===== src/rtl/mtm_alu_deserializer.sv =====
// mtm_Alu serial receiver: frames sin into 8 data bytes + command byte.
// Ports: clk, reset_n, sin in; a, b, ctl, pkt_valid, err_data, err_frame out.
module mtm_alu_deserializer (
  input  logic        clk,
  input  logic        reset_n,
  input  logic        sin,
  output logic [31:0] a,
  output logic [31:0] b,
  output logic [7:0]  ctl,
  output logic        pkt_valid,
  output logic        err_data,
  output logic        err_frame
);

  typedef enum logic [1:0] {
    ARM,
    IDLE,
    RX
  } state_t;

  state_t      state_q, state_d;
  logic [3:0]  bit_q, bit_d;
  logic        flag_q, flag_d;
  logic [7:0]  byte_q, byte_d;
  // data byte count; 9 marks an over-long packet
  logic [3:0]  cnt_q, cnt_d;
  logic [63:0] asm_q, asm_d;
  logic [31:0] a_q, a_d;
  logic [31:0] b_q, b_d;
  logic [7:0]  ctl_q, ctl_d;
  logic        pv_q, pv_d;
  logic        ed_q, ed_d;
  logic        ef_q, ef_d;

  always_ff @(posedge clk or negedge reset_n) begin
    if (!reset_n) begin
      state_q <= ARM;
      bit_q   <= '0;
      flag_q  <= 1'b0;
      byte_q  <= '0;
      cnt_q   <= '0;
      asm_q   <= '0;
      a_q     <= '0;
      b_q     <= '0;
      ctl_q   <= '0;
      pv_q    <= 1'b0;
      ed_q    <= 1'b0;
      ef_q    <= 1'b0;
    end else begin
      state_q <= state_d;
      bit_q   <= bit_d;
      flag_q  <= flag_d;
      byte_q  <= byte_d;
      cnt_q   <= cnt_d;
      asm_q   <= asm_d;
      a_q     <= a_d;
      b_q     <= b_d;
      ctl_q   <= ctl_d;
      pv_q    <= pv_d;
      ed_q    <= ed_d;
      ef_q    <= ef_d;
    end
  end

  always_comb begin
    state_d = state_q;
    bit_d   = bit_q;
    flag_d  = flag_q;
    byte_d  = byte_q;
    cnt_d   = cnt_q;
    asm_d   = asm_q;
    a_d     = a_q;
    b_d     = b_q;
    ctl_d   = ctl_q;
    pv_d    = 1'b0;
    ed_d    = 1'b0;
    ef_d    = 1'b0;
    unique case (state_q)
      ARM: begin
        // ignore the low line level seen right after reset
        if (sin) state_d = IDLE;
      end
      IDLE: begin
        if (!sin) begin
          state_d = RX;
          bit_d   = '0;
        end
      end
      RX: begin
        bit_d = bit_q + 4'd1;
        if (bit_q == 4'd0) begin
          flag_d = sin;
        end else if (bit_q <= 4'd8) begin
          byte_d = {byte_q[6:0], sin};
        end else begin
          bit_d = '0;
          if (!sin) begin
            ef_d    = 1'b1;
            cnt_d   = '0;
            asm_d   = '0;
            state_d = ARM;
          end else begin
            state_d = IDLE;
            if (!flag_q) begin
              if (cnt_q < 4'd8) begin
                asm_d = {asm_q[55:0], byte_q};
                cnt_d = cnt_q + 4'd1;
              end else begin
                cnt_d = 4'd9;
              end
            end else begin
              cnt_d = '0;
              if (cnt_q == 4'd8) begin
                b_d   = asm_q[63:32];
                a_d   = asm_q[31:0];
                ctl_d = byte_q;
                pv_d  = 1'b1;
              end else begin
                ed_d = 1'b1;
              end
            end
          end
        end
      end
      default: state_d = ARM;
    endcase
  end

  assign a         = a_q;
  assign b         = b_q;
  assign ctl       = ctl_q;
  assign pkt_valid = pv_q;
  assign err_data  = ed_q;
  assign err_frame = ef_q;

endmodule


===== config.mk =====
export PLATFORM = sky130hd
export DESIGN_NAME = mtm_alu_deserializer
export DESIGN_NICKNAME = d
export VERILOG_FILES = /design/src/rtl/mtm_alu_deserializer.sv
export SDC_FILE = /design/constraint.sdc
export NUM_CORES = 1
export LEC_CHECK = 0
export CAP_MARGIN = 20
export CELL_PAD_IN_SITES_DETAIL_PLACEMENT = 0
export CELL_PAD_IN_SITES_GLOBAL_PLACEMENT = 1
export CORE_ASPECT_RATIO = 1.1
export CORE_MARGIN = 5
export CORE_UTILIZATION = 25
export CTS_BUF_LIST = sky130_fd_sc_hd__clkbuf_2
export CTS_CLUSTER_SIZE = 8
export DETAILED_ROUTE_END_ITERATION = 8
export GPL_TIMING_DRIVEN = 0
export PLACE_DENSITY_LB_ADDON = 0.15
export SKIP_CTS_REPAIR_TIMING = 1
export SYNTH_ARGS = -nofsm -noshare
export SYNTH_HDL_FRONTEND = slang
export SYNTH_SLANG_ARGS = --single-unit

===== constraint.sdc =====
create_clock -name clk -period 3 [get_ports clk]
set_input_delay 0.45 -clock clk [delete_from_list [all_inputs] [get_ports clk]]
set_output_delay 0.45 -clock clk [all_outputs]
set_load 0.02 [all_outputs]

After elaboration in Yosys (flattened, before gate mapping):

Cells that the tools add are included.

* register bits after elaboration: 158
* bits of input ports: 3
* output and inout bits: 75
* word-level logic and storage cells: 69

* add/subtract/negate cells: 2
* magnitude comparators: 2
* equal/unequal tests: 9
* multiplexer cells: 32
* bitwise gates (word level): 2
* reductions and logical operators: 10

Operators with widths (count)
* 64-bit two-way mux: 3
* 4-bit two-way mux: 6
* 1-bit two-way mux: 17
* 2-bit inequality test (second input constant): 5
* 4-bit by 1-bit adder with 4-bit output (second input constant): 2
* 2-bit two-way mux: 4
* 4-bit case mux with 2 select lines: 1
* 2-bit case mux with 3 select lines: 1
* 3-bit AND reduction: 2
* 6-bit AND reduction: 1
* 5-bit AND reduction: 1
* 4-bit == test (second input constant): 1
* 4-bit <= comparator (second input constant): 1
* 4-bit logical NOT: 1
* 4-bit < comparator (second input constant): 1
* 2-bit AND reduction: 2
* 4-bit AND reduction: 1
* 2-bit by 1-bit == test with 1-bit output (second input constant): 1
* 2-bit == test (second input constant): 1
* 2-bit logical NOT: 1
* 2-bit by 1-bit inequality test with 1-bit output (second input constant): 1
* 1-bit NOT: 2
* 2-bit nonzero test: 1

Longest topological paths before layout:

* word-level depth: 7
* mapped depth: 9
* depth with buffers taken out: 6

Least setup slack after synthesis:

No wires, ideal clock.

* kind: register to register
* start: reg bit_q[0]
* end: reg a_q[0] (netlist: a[0])
* library setup time: 0.125 ns
* arrival: 1.753 ns
* required time: 2.875 ns
* setup slack: 1.122 ns
* stages on the path, launching flop included: 8
* buffers on the path: 1
* clock period less this slack: 1.878 ns
* cells stage by stage: dfrtp_1 inv_1 ha_1 nor2b_1 nor3_4 nand4_4 buf_6 mux2_4

* longest elaborated chain between the ends: 3
* elaborated cells on any way between the ends: 5
* classes of those cells: 1 x order compare; 2 x bitwise; 2 x reduce/logical

RTL lines
* start, declared: RTL line 22 `logic [3:0] bit_q, bit_d;`
* start signal, assigned: RTL line 51 `bit_q <= bit_d;`
* 4-bit <= comparator or 4-bit logical NOT (tied branches): RTL line 93, 91
* 1-bit NOT (no line)
* 6-bit AND reduction (no line) *
* end signal, assigned: RTL line 43 `a_q <= '0;`
* end signal, assigned: RTL line 56 `a_q <= a_d;`
* end, declared: RTL line 28 `logic [31:0] a_q, a_d;`

Every way passes the cells marked *; elsewhere a longest branch is shown, timed or not.
A chain may end at the register's enable or synchronous reset.

Worst setup path after layout:

* start: reg bit_q[0]
* end: reg asm_q[56]

* longest elaborated chain between the ends: 3
* elaborated cells on any way between the ends: 5
* classes of those cells: 1 x order compare; 2 x bitwise; 2 x reduce/logical

RTL lines
* 4-bit <= comparator or 4-bit logical NOT (tied branches): RTL line 93, 91
* 1-bit NOT (no line)
* 5-bit AND reduction (no line) *
* end signal, assigned: RTL line 55 `asm_q <= asm_d;`
* end, declared: RTL line 27 `logic [63:0] asm_q, asm_d;`

Marked as above.

==> reports/qor.yml <==
status: "finished clean"
antenna_found_initial: 1
vdd_drop_max_v: 0.000239
synth_top_family_by_area: "multiplexers"
insertion_delay_ps: 750
ys.flop_type: "dfrtp_1"
ys_async_sr_fraction_pct: 100
finalWirelength_microns: 15700
reg2reg_to: "asm_q[56]"
clockBufferDepth: 2
grt_pass1_wl_microns: 25200
gp_congestion: 0.722
vias: 4096
rr_worst_depth: 9
core_area_sq_mm: 0.0254
area_growth_pct: 23.1
rsz0062_at_grt: "no"
setup_violations: 0
p_leak_nw: 3.72
final_common_cell: "dfrtp_1"
top_usage_layer: "met2"
io_pins: 78
worstSetupStartpointType: "flop"
cts_tree: "yes"
drtIter0Drc: 185
met2_usage_pct: 17.7
fin_nets: 628
r2r_start: "bit_q[0]"
dieArea_sq_mm: 0.0292
dieWidth_microns: 163
cts.sinks: 158
syn_area_sq_mm: 0.00647
postRouteAntennaNets: 0
clkSlewWorstSetupHoldPaths_ps: 270
p_total_mw: 4.12
hold_violations: 0
synthMuxAreaShare_pct: 17.9
grt_util_met3_pct: 3.06
min_path_type: "in2async"
grt_pass1_vias: 4376
track_usage_pct: 11.2
relSlewSlack_pct: 60.1
timing.final.crit_period_ps: 2280
grt_max_degree: 91
synth.yosys.seq_area_share_pct: 61.1
tns_ps: 0
avgSynthCellArea_sq_um: 12.4
syn-num-nets: 530
grt_overflow: 0
rows: 61
r2r_slack_ps: 720
drtPass1Iterations: 4
layout_setup_ws_ps: 717
synth-xor-area-share_pct: 0
start_util_pct: 25.4
synth_simple_gate_area_share_pct: 10.4
worst_slew_pin_slew_ps: 598
yosys_register_bits: 158
avgViaCountPerCell: 4.18
fin_hold_ws_ps: 187
crit_path_end_kind: "flop"
synthCells: 523
power_density_mw_per_mm2: 517
routedWlPerCell_microns: 16.0
final_cell_mix: "dfrtp_1, nand2_1, clkdlybuf4s50_1, o21ai_0, mux2_4"
cp-startpoint: "bit_q[0]"
drc: 0
finClkSkew_ps: 49.0
timing.final.crit_share_pct: 76.1
die-height_microns: 179
cp-endpoint: "asm_q[56]"
synthAdderAreaFrac_pct: 0.774
root_buffer: "clkbuf_2"
dpl.hpwl_microns: 10800
portBuffers: 76
ys_types: 27
synth-compound-area-share_pct: 6.68
pre_cts_ws_ps: 696
crit_type: "reg2reg"
crit_required_ps: 3680
use_met1_pct: 14.8
fmax_mhz: 438
synth_warnings: 0
synth-edff-count: 0
cap_violations: 0
drive_gt1_share_pct: 20.2
arrival_ps: 2960
cts-htree-levels: 4
slew_violations: 0
cp_max_fo: 10
numCtsBuffers: 17
==> flip-flops by register name (all words and copies together), names as in the netlist <==
name       count
err_frame      1
b             32
err_data       1
byte_q         8
a             32
state_q        2
cnt_q          4
ctl            8
asm_q         64
bit_q          4
pkt_valid      1
flag_q         1
==> critical path: stages (launching register included) <==
cell and delay [ps]:
dfrtp_1 510, inv_1 80, ha_1 160, nand2b_1 130, nand4_1 160, buf_2 250
clkbuf_1 430, buf_2 330, nand2_1 80, o21ai_0 80
==> logic make-up (layout without fill, tap and decap cells) <==
kind of cell | count (synthesis) | count (layout)
other cells | 0 | 1
compound gates | 83 | 83
fa+ha+maj | 4 | 4
mux | 80 | 80
flops | 158 | 158
simple gates | 161 | 161
buf+inv | 37 | 148
==> layout make-up <==
class	instances	area [sq um]
Fill cell	2575	17500
Tap cell	346	433
Sequential cell	158	3950
Multi-Input combinational cell	328	2320
Buffer	29	166
Clock inverter	14	158
Antenna cell	1	2.50
Inverter	8	30.0
Clock buffer	18	90.1
Timing Repair Buffer	79	813
==> how the worst min path moves through the flow <==
stage,startpoint,endpoint,slack [ps],cells past startpoint
after floorplan,reset_n,a[0],150,0
after CTS,reset_n,b[26],-480,1
after detailed placement,reset_n,b[26],450,1
after global placement,asm_q[56],asm_q[56],480,2
final,reset_n,b[26],190,2
after global routing,reset_n,b[26],140,2
==> stage by stage <==
stage	std cells	util [%]	area [sq um]
after floorplan	523	-	6470
after global placement	945	30.1	7660
after detailed placement	946	30.3	7690
after CTS	978	31.2	7940
after global routing	981	31.3	7960
final	981	31.3	7960
==> cell usage after synthesis, types with 2 or more instances <==
master,count,area (sq um)
dfrtp_1,158,3950
nand2_1,138,518
o21ai_0,71,355
mux2_4,69,1040
clkbuf_1,16,60.1
mux2_2,11,124
inv_1,8,30.0
buf_6,7,78.8
a21oi_1,6,30.0
nor2_1,6,22.5
buf_2,4,20.0
ha_1,4,50.1
nand3_1,4,20.0
nand2b_1,3,18.8
buf_1,2,7.51
nand4_1,2,12.5
nor2b_1,2,12.5
nor3_1,2,10.0
o31ai_1,2,15.0
==> per-layer routing <==
metal  part of all wire, %  wire length, microns
met1                    46                  7300
met2                    48                  7520
met4                   1.6                   259
met5                     0                     0
met3                   4.0                   632
==> where the power goes <==
part           total [mW]  switching [mW]  internal [mW]
Combinational       0.454           0.263          0.191
Clock                1.24           0.833          0.403
Sequential           2.43           0.163           2.27
Total                4.12            1.26           2.86
No activity file was read; power rests on OpenSTA's default activity.
